[src/rtl/osram_arbiter.sv]
// Round-robin arbiter serialising two requesters onto one SRAM port; strobes held ACCESS_CYCLES, Ack one cycle later.
// Requests wait (Req held high) while an access is in flight; nothing is dropped.
module osram_arbiter #(
  parameter int ACCESS_CYCLES = 1,
  parameter int ADDR_W        = 12,
  parameter int DATA_W        = 16
) (
  input  logic              clk2,
  input  logic              NReset,
  input  logic              Req0,
  input  logic              Wr0,
  input  logic [ADDR_W-1:0] Add0,
  input  logic [DATA_W-1:0] Wdata0,
  output logic              Ack0,
  output logic [DATA_W-1:0] Rdata0,
  input  logic              Req1,
  input  logic              Wr1,
  input  logic [ADDR_W-1:0] Add1,
  input  logic [DATA_W-1:0] Wdata1,
  output logic              Ack1,
  output logic [DATA_W-1:0] Rdata1,
  output logic [ADDR_W-1:0] OSAdd,
  output logic [DATA_W-1:0] OSDataout,
  input  logic [DATA_W-1:0] OSDatain,
  output logic              OSRead,
  output logic              OSWrite
);

  localparam int CNT_W = 4;

  typedef enum logic [1:0] {IDLE, ACCESS, DONE} state_t;

  state_t              state_q, state_d;
  logic                gnt_q, gnt_d;
  logic                ptr_q, ptr_d;
  logic                wr_q, wr_d;
  logic [ADDR_W-1:0]   addr_q, addr_d;
  logic [DATA_W-1:0]   wdata_q, wdata_d;
  logic [CNT_W-1:0]    cnt_q, cnt_d;
  logic [DATA_W-1:0]   rdata0_q, rdata0_d;
  logic [DATA_W-1:0]   rdata1_q, rdata1_d;
  logic                pick;

  always_comb begin
    state_d  = state_q;
    gnt_d    = gnt_q;
    ptr_d    = ptr_q;
    wr_d     = wr_q;
    addr_d   = addr_q;
    wdata_d  = wdata_q;
    cnt_d    = cnt_q;
    rdata0_d = rdata0_q;
    rdata1_d = rdata1_q;
    // With a single requester Req1 alone selects; with both the pointer decides.
    pick     = (Req0 && Req1) ? ptr_q : Req1;

    case (state_q)
      IDLE: begin
        if (Req0 || Req1) begin
          gnt_d   = pick;
          wr_d    = pick ? Wr1 : Wr0;
          addr_d  = pick ? Add1 : Add0;
          wdata_d = pick ? Wdata1 : Wdata0;
          cnt_d   = CNT_W'(ACCESS_CYCLES - 1);
          state_d = ACCESS;
        end
      end
      ACCESS: begin
        if (cnt_q == '0) begin
          state_d = DONE;
          if (!wr_q) begin
            if (gnt_q) rdata1_d = OSDatain;
            else       rdata0_d = OSDatain;
          end
        end else begin
          cnt_d = cnt_q - CNT_W'(1);
        end
      end
      DONE: begin
        ptr_d   = ~gnt_q;
        state_d = IDLE;
      end
      default: state_d = IDLE;
    endcase
  end

  always_ff @(posedge clk2 or negedge NReset) begin
    if (!NReset) begin
      state_q  <= IDLE;
      gnt_q    <= 1'b0;
      ptr_q    <= 1'b0;
      wr_q     <= 1'b0;
      addr_q   <= '0;
      wdata_q  <= '0;
      cnt_q    <= '0;
      rdata0_q <= '0;
      rdata1_q <= '0;
    end else begin
      state_q  <= state_d;
      gnt_q    <= gnt_d;
      ptr_q    <= ptr_d;
      wr_q     <= wr_d;
      addr_q   <= addr_d;
      wdata_q  <= wdata_d;
      cnt_q    <= cnt_d;
      rdata0_q <= rdata0_d;
      rdata1_q <= rdata1_d;
    end
  end

  // Outputs decode flops only, so the async reset drops the strobes immediately.
  assign OSRead    = (state_q == ACCESS) && !wr_q;
  assign OSWrite   = (state_q == ACCESS) && wr_q;
  assign OSAdd     = addr_q;
  assign OSDataout = ((state_q == ACCESS) && wr_q) ? wdata_q : '0;
  assign Ack0      = (state_q == DONE) && !gnt_q;
  assign Ack1      = (state_q == DONE) && gnt_q;
  assign Rdata0    = rdata0_q;
  assign Rdata1    = rdata1_q;

endmodule

[config.mk]
export PLATFORM = sky130hd
export DESIGN_NAME = osram_arbiter
export DESIGN_NICKNAME = d
export VERILOG_FILES = /design/src/rtl/osram_arbiter.sv
export SDC_FILE = /design/constraint.sdc
export NUM_CORES = 1
export LEC_CHECK = 0
export BUFFER_PORTS_ARGS = -buffer_cell sky130_fd_sc_hd__buf_2
export CAP_MARGIN = 30
export CORE_MARGIN = 3
export CORE_UTILIZATION = 43
export CTS_BUF_LIST = sky130_fd_sc_hd__clkbuf_4
export DETAILED_ROUTE_END_ITERATION = 6
export HOLD_SLACK_MARGIN = 0.05
export PLACE_DENSITY = 0.73
export SYNTH_ARGS = -nofsm -noshare
export SYNTH_HDL_FRONTEND = slang
export SYNTH_SLANG_ARGS = --single-unit
[constraint.sdc]
create_clock -name clk2 -period 3.7 [get_ports clk2]
set_input_delay 0.925 -clock clk2 [delete_from_list [all_inputs] [get_ports clk2]]
set_output_delay 0.925 -clock clk2 [all_outputs]
set_load 0.03 [all_outputs]
=== Word level (Yosys, flattened, before mapping) ===
Index checks and enable logic that the tools add are counted.

* Flip-flop bits (word level): 69
* Input bits: 78
* Output and inout bits: 64
* Logic and storage cells: 44

* Add/subtract/negate cells: 1
* Equality and inequality tests: 5
* Mux-type cells: 11
* Bitwise operators: 2
* Reduce and logical (&&, ||, !) cells: 16

{| class="wikitable"
|+ Operator list
! operator !! number
|-
| $mux W16 || 2
|-
| $mux W12 || 1
|-
| $mux W4 || 2
|-
| $pmux W4 S2 || 1
|-
| $reduce_and A4 Y1 || 2
|-
| $ne A2 B2 Y1 const B || 3
|-
| $logic_and A1 B1 Y1 || 5
|-
| $logic_not A4 Y1 || 1
|-
| $mux W2 || 2
|-
| $pmux W2 S2 || 1
|-
| $reduce_and A2 Y1 || 2
|-
| $sub A4 B1 Y4 const B || 1
|-
| $reduce_and A3 Y1 || 1
|-
| $eq A2 B1 Y1 const B || 1
|-
| $eq A2 B2 Y1 const B || 1
|-
| $logic_not A1 Y1 || 2
|-
| $logic_not A2 Y1 || 1
|-
| $mux W1 || 2
|-
| $not A1 Y1 || 2
|-
| $reduce_bool A2 Y1 || 1
|-
| $logic_or A1 B1 Y1 || 1
|}

=== Logic depth before layout (Yosys ltp) ===
Gate-level depths: netlist of run 1.

* Depth after elaboration: 3
* Depth in mapped cells: 6
* Gate-level depth less buffers: 5

=== Worst setup path before layout of run 1 ===
OpenSTA, ideal clock, no wires.

* Kind: flip-flop to output port
* Start point: reg state_q[0]
* End point: out OSDataout[10]
* Data arrival time: 1.346 ns
* Data required time: 2.775 ns
* Setup slack: 1.429 ns
* Stages on the path, launching flop included: 6
* Path buffers: 3
* Cells stage by stage: dfrtp_1 -> buf_4 -> nor2b_1 -> clkbuf_1 -> clkbuf_1 -> and3_1

* Cells in the longest elaborated chain, start to end: 3

{| class="wikitable"
|+ Ends and longest elaborated chain
! what !! RTL line !! RTL
|-
| start: declaration || 33 || <nowiki>state_t state_q, state_d;</nowiki>
|-
| start signal: assignment || 99 || <nowiki>state_q <= state_d;</nowiki>
|-
| $eq A2 B1 Y1 || 115 || <nowiki>assign OSDataout = ((state_q == ACCESS) && wr_q) ? wdata_q : '0;</nowiki>
|-
| $logic_and A1 B1 Y1 || 115 ||
|-
| $mux W16 || 115 ||
|-
| end: declaration || 23 || <nowiki>output logic [DATA_W-1:0] OSDataout,</nowiki>
|}

Every way passes these cells.

=== Final worst setup path of run 1 ===
* Start point: reg state_q[1]
* End point: out OSDataout[15]

The elaborated chain is that of the path after synthesis.

==> summary.txt, run 1 <==
CTS
  – PostCTS Resize Cnt: 0
  – Clock transition at path regs: roughly 120 ps
  – H-tree levels: 3
  – CTS Root Cell: clkbuf_4
  – TritonCTS clock tree: built
  – Clock Latency Late Sink: ~400 ps
  – CTS Buffer Depth: 2
  – Num CTS Buffers: 9
  – # hold bufs at CTS: 0
  – CTS sink count: a little under 70
  – Post-CTS Setup Bufs: 0

Floorplan
  – Die area: 8800 sq um
  – Initial Utilization: between 40% and 50%
  – Die Y: between 90 and 100 um
  – FP Rows: 31
  – Core Footprint: 7370 sq um
  – # IOs: approximately 140
  – DIE WIDTH: around 94 um

Critical path
  – Reg-to-reg slack, setup: 1590 ps
  – R2R depth: 5
  – Worst setup EP type: output port
  – CP Data Required Time: approximately 2800 ps
  – Slowest CP cell: dfrtp_1
  – Crit-path max FO: 12
  – Crit path kind: reg2out
  – Crit path cell chain: nor2b_1, buf_4, and3_1, buf_2
  – Max incr delay on CP: about 540 ps
  – Worst reg2reg startpoint: state_q[1]$_DFFE_PN0P_
  – Startpoint types: flip-flop
  – Worst Path Arrival: between 2000 and 2500 ps
  – FF-to-FF End: wdata_q[7]$_DFFE_PN0P_

Synth
  – Yosys top cell by area: dfrtp_1
  – Combinational family with the most area after synthesis: compound AO/OA/AOI/OAI gates
  – Syn Std Cell Area: 3320 sq um
  – Mapped Cells: around 300
  – Synth Area in Compound Gates: between 15 and 20%
  – Distinct cell type count after synthesis: 28
  – #FFs+latches synth: roughly 70
  – Mux cell area share after synthesis: ~13%
  – Syn Nets: approximately 390
  – Area contributors post-synth: dfrtp_1 (52%), mux2_4 (9.1%), a31oi_1 (5.5%), o21ai_0 (5.1%), nand3_1 (5.0%)
  – Seq/Total Area, Yosys: between 50% and 60%
  – Top-area cell type share of the netlist area: a little over half
  – Post-Synth XOR/XNOR Area: 0%
  – Avg Cell Area, Syn: between 10 and 15 sq um
  – Synth Area in Adders: 0.755%
  – Simple logic cell fraction of the synthesized area: between 10% and 20%
  – Yosys warnings: 0

Global route
  – Global-route wire length before repair: 13800 um
  – Largest net degree at the start of global routing: 31
  – Global-route usage over all layers: about a fifth
  – Antenna violations before repair: 0
  – Gr ovfl total: 0
  – Number of global-route vias before repair: ~2.8k

Place
  – Final HPWL DP: 6140 um
  – RePlAce Congestion: a little over 0.8
  – Port Buffer Count: approximately 140
  – Cell Area, Placed: 4090 sq um

Power
  – Power Dens Cells: around 1000 nW/um^2
  – Final Total Pwr: roughly 4.3 mW
  – Maximum VDD drop: around 0.56 mV
  – P_leak: 2.10 nW

Drt
  – DR iter-0 viols: around 130
  – Routed vias/inst: around 5.5
  – DRT antenna net count: 0
  – Via count: slightly below 3k
  – Routed length per instance: approximately 16 um
  – # DRC: 0
  – Pre-antenna DRT Iters: 5
  – Total Wirelength: 8680 um

STA
  – Final Critical Period: around 3000 ps
  – Final hold viol count: 0
  – Setup TNS: 0 ps
  – Fmax: 0.332 GHz
  – Final Skew: approximately 14 ps
  – Pins Over Slew Limit: 0
  – Tcrit/Tclk final: 81.3%
  – Slew HR: 30.9%
  – RSZ-0062 raised after global routing: false
  – Worst-Margin Slew: between 1000 and 1500 ps
  – Setup violations, final: 0

Finish
  – NumNets Final: about 520
  – P&R area growth vs syn: 28.1%
  – Share of layout cells above drive strength 1: a little under half
  – # fillers: between 600 and 700
  – # diodes: 0
  – Final Instance Area: approximately 4200 sq um

Job
  – Max cap viols: 0

Outcome
  – Status: finished, final reports clean

Hold path
  – Worst min path class: in2async
[power breakdown]
group | switching, mW | total, mW | leakage [nW] | internal (mW)
Combinational | 1.46 | 2.30 | 1.22 | 0.846
Clock | 0.273 | 0.544 | 0.0833 | 0.271
Sequential | 0.272 | 1.41 | 0.794 | 1.14
Total | 2.00 | 4.26 | 2.10 | 2.25
[Yosys cell counts]
cell type,number
dfrtp_1,69
o21ai_0,34
nand3_1,33
a21oi_1,30
a31oi_1,29
clkbuf_1,21
mux2_4,20
and3_1,18
mux2_2,12
buf_2,5
inv_1,5
nor2_1,3
nor2b_1,3
nor3_1,3
and2_1,2
buf_6,2
ha_1,2
nand2b_1,2
nand3_4,2
nor3b_4,2
a211oi_1,1
buf_4,1
mux2i_1,1
o21ai_1,1
o311ai_0,1
o31ai_1,1
or2_2,1
or3b_2,1
[kinds of logic after synthesis]
kind of cell,Yosys count
AO/OA/AOI/OAI,97
AND/OR/NAND/NOR,70
flip-flops,69
buffers and inverters,34
multiplexers,33
adder cells (fa/ha/maj),2
[final cells by class]
class	instances	area [sq um]	area share [%]
Clock buffer	9	67.6	1.59
Clock inverter	7	90.1	2.12
Inverter	5	18.8	0.442
Multi-Input combinational cell	202	1440	33.9
Sequential cell	69	1730	40.7
Tap cell	99	124	2.92
Timing Repair Buffer	148	778	18.3
[placed cells by master, fill, tap and decap left out, drive strengths merged, types with 2 or more instances in the layout]
| cell | n |
|---|---|
| inv | 5 |
| mux2 | 32 |
| and3 | 18 |
| a31oi | 29 |
| nand3 | 35 |
| buf | 148 |
| nor3 | 3 |
| ha | 2 |
| a21oi | 30 |
| clkinv | 4 |
| nor3b | 2 |
| and2 | 2 |
| clkbuf | 9 |
| dfrtp | 69 |
| bufinv | 2 |
| nor2b | 3 |
| o21ai | 35 |
| nand2b | 2 |
| nor2 | 3 |
[state kept, by name, indices dropped and copies added, names as in the netlist]
signal,flops
ptr_q,1
cnt_q,4
OSAdd,12
Rdata1,16
wr_q,1
gnt_q,1
wdata_q,16
Rdata0,16
state_q,2
[critical path, delay by kind of cell (launching register included)]
family                 cells  cell delay [ps]
and+or+nand+nor            2              680
DFF                        1              540
buffers and inverters      2              460
[per-layer routing]
metal | routed length, um | track usage (%) | part of all wire [%] | vias up
li1 | - | - | - | 1379
met1 | 3770 | 27.4 | 43 | 1391
met3 | 881 | 4.89 | 10 | 9
met4 | 95 | 6.14 | 1.1 | 0
met5 | 0 | 0 | 0 | -
met2 | 3940 | 30.2 | 45 | 165
[worst max-delay path by stage]
stage                                      start       endpoint
after floorplan           state_q[0]$_DFFE_PN0P_  OSDataout[10]
after CTS                 state_q[1]$_DFFE_PN0P_  OSDataout[15]
after global placement    state_q[1]$_DFFE_PN0P_  OSDataout[15]
final                     state_q[1]$_DFFE_PN0P_  OSDataout[15]
after detailed placement  state_q[1]$_DFFE_PN0P_  OSDataout[15]
after global routing      state_q[1]$_DFFE_PN0P_   OSDataout[2]
[metrics by stage]
stage | util, % | setup WS, ps | std cells | hold WS, ps
final | 57.6 | 691 | 539 | 444
after global routing | 57.6 | 511 | 539 | 443
after CTS | 57.6 | 675 | 539 | 447
after detailed placement | 55.5 | 1150 | 523 | 489
after global placement | 55.1 | 1180 | 522 | 483
after floorplan | - | 1430 | 305 | 476
Power figures use the tool's default switching activity.
==> run 2, diff against run 1 <==
==> constraint.sdc (replaced) <==
create_clock -name clk2 -period 2.83 [get_ports clk2]
set_input_delay 0.7075 -clock clk2 [delete_from_list [all_inputs] [get_ports clk2]]
set_output_delay 0.7075 -clock clk2 [all_outputs]
set_load 0.03 [all_outputs]
==> run 2 against run 1 <==
  * Count of clock-buffer cells in the layout is the same
  * First-iteration DRC count shrank 29%
  * Sequential cell count unchanged
  * Sequential power increased by 30%
  * Critical path type unchanged
  * Clock skew down 4.2 ps
  * Cell count is 0.19% lower
  * Critical path depth stayed put
  * Critical endpoint unchanged
  * Setup slack got worse by 290 ps
  * Via count shrank 0.78%
  * Clock power decreased by 8.6%
==> summary.txt, run 2 (same netlist as run 1, synthesis figures left out) <==
Outcome
  – Status: finished, final reports clean

Power
  – Sw Pwr: about 2.6 mW
  – Final Total Pwr: 5.35 mW
  – P_leak: between 2 and 2.5 nW
  – Sequential power share: 34.2%
  – Maximum VDD drop: 0.510 mV
  – Comb pwr share: approximately 56%
  – Sw Share: between 40% and 50%
  – Power Dens Cells: between 1000 and 1500 nW/um^2
  – Int Pwr: ~2.7 mW
  – Clock share of power: about a tenth

STA
  – RSZ-0062 raised after global routing: false
  – Fmax: between 0.4 and 0.5 GHz
  – Final hold viol count: 0
  – Worst-Margin Slew: roughly 740 ps
  – Final Skew: 9.55 ps
  – Tcrit/Tclk final: 85.7%
  – Setup TNS: 0 ps
  – Final Critical Period: about 2400 ps
  – Setup violations, final: 0
  – Final WS setup: 404 ps
  – Pins Over Slew Limit: 0
  – Slew HR: around half

Critical path
  – Max incr delay on CP: 540 ps
  – Slowest CP cell: dfrtp_1
  – CP Data Required Time: between 2000 and 2500 ps
  – Worst setup EP type: output port
  – Buf/Inv on CP: 2
  – Crit path cell chain: nor2b_1, buf_4, and3_1, buf_2
  – Worst Path Arrival: ~1700 ps
  – Crit path kind: reg2out
  – CP delay by family, top: flip-flops
  – Startpoint types: flip-flop
  – Crit-path max FO: 19

Drt
  – Met2 WL post-DR: ~4000 um
  – Metal3 WL: about 860 um
  – M1 WL: 3800 um
  – Total Wirelength: slightly below 9000 um
  – Via count: 2921
  – DRT antenna net count: 0
  – Pre-antenna DRT Iters: 4
  – Routed length per instance: ~16 um
  – Max Used Layer: met4
  – Routed vias/inst: ~5.4
  – DR iter-0 viols: 91
  – # DRC: 0

Finish
  – NumNets Final: between 500 and 600
  – Share of layout cells above drive strength 1: 45.6%
  – # diodes: 0
  – P&R area growth vs syn: 26.1%
  – Most common cell after layout, fill and taps aside: buf_2
  – Most frequent cells in the layout: buf_2 (141), dfrtp_1 (69), o21ai_0 (34)

Floorplan
  – Die area: approximately 8800 sq um
  – Die Y: 93.8 um
  – FP Rows: 31
  – Core Footprint: approximately 7400 sq um
  – # IOs: between 100 and 150
  – DIE WIDTH: 93.8 um
  – Initial Utilization: 45.0%

Job
  – Max cap viols: 0

Place
  – Port Buffer Count: 141
  – Pre-CTS setup slack: 680 ps
  – Final HPWL DP: 6290 um
  – RePlAce Congestion: 0.816

CTS
  – Post-CTS Setup Bufs: 0
  – TritonCTS clock tree: built
  – # hold bufs at CTS: 0
  – CTS sink count: 69
  – Clock transition at path regs: 110 ps
  – CTS Buffer Depth: 2
  – Clock Latency Late Sink: 390 ps
  – H-tree levels: 3
  – PostCTS Resize Cnt: 0
  – CTS Root Cell: clkbuf_4
  – Num CTS Buffers: 9

Global route
  – Antenna violations before repair: 0
  – Number of global-route vias before repair: around 2.7k
  – Gr ovfl total: 0
  – Largest net degree at the start of global routing: 40
  – Global-route usage over all layers: between 15 and 20%
  – Global-route wire length before repair: 13600 um

Hold path
  – Worst min path class: in2async
==> run 2: power groups by stage <==
| stage | clock (mW) | sequential (mW) | combinational [mW] |
|---|---|---|---|
| floorplan | 0 | 2.40 | 1.60 |
| global placement | 0 | 1.83 | 2.98 |
| detailed placement | 0 | 1.85 | 3.03 |
| CTS | 0.516 | 1.83 | 3.04 |
| global route | 0.555 | 1.89 | 3.25 |
| finish | 0.497 | 1.83 | 3.02 |
==> run 2: cell type report <==
| cell class | count | area (sq um) |
|---|---|---|
| inverter | 5 | 18.8 |
| multi-input combinational | 202 | 1440 |
| tap | 99 | 124 |
| sequential | 69 | 1730 |
| clock inverter | 6 | 31.3 |
| fill | 688 | 3190 |
| timing repair buffer | 148 | 771 |
| clock buffer | 9 | 67.6 |
==> run 2: metrics by stage <==
| step | utilization [%] | hold slack [ps] | cell area [sq um] | cells |
|---|---|---|---|---|
| 2_1_floorplan | - | 412 | 3320 | 305 |
| 3_3_place_gp | 55.4 | 483 | 4080 | 523 |
| 3_5_place_dp | 55.4 | 488 | 4080 | 523 |
| 4_1_cts | 56.7 | 345 | 4180 | 538 |
| 5_1_grt | 56.7 | 372 | 4180 | 538 |
| 6_report | 56.7 | 345 | 4180 | 538 |
==> run 2: metal layers <==
| layer | vias up | track usage (%) |
|---|---|---|
| met5 | - | 0 |
| met4 | 0 | 5.78 |
| met3 | 4 | 4.41 |
| met2 | 146 | 30.2 |
| met1 | 1384 | 27.6 |
| li1 | 1387 | - |
==> run 2: final timing paths <==
kind                            depth (start not counted)  slack, ps                      end                    from
worst min register to register                          1        510    Rdata0[4]$_DFFE_PN0P_   Rdata0[4]$_DFFE_PN0P_
worst max-delay path                                    4        400            OSDataout[15]  state_q[1]$_DFFE_PN0P_
max in group asynchronous                               2       1840  wdata_q[11]$_DFFE_PN0P_                  NReset
min in group clk2                                       1        510    Rdata0[4]$_DFFE_PN0P_   Rdata0[4]$_DFFE_PN0P_
worst max register to register                          5        870   Rdata0[14]$_DFFE_PN0P_    cnt_q[0]$_DFFE_PN0P_
worst min-delay path                                    1        350    Rdata1[6]$_DFFE_PN0P_                  NReset
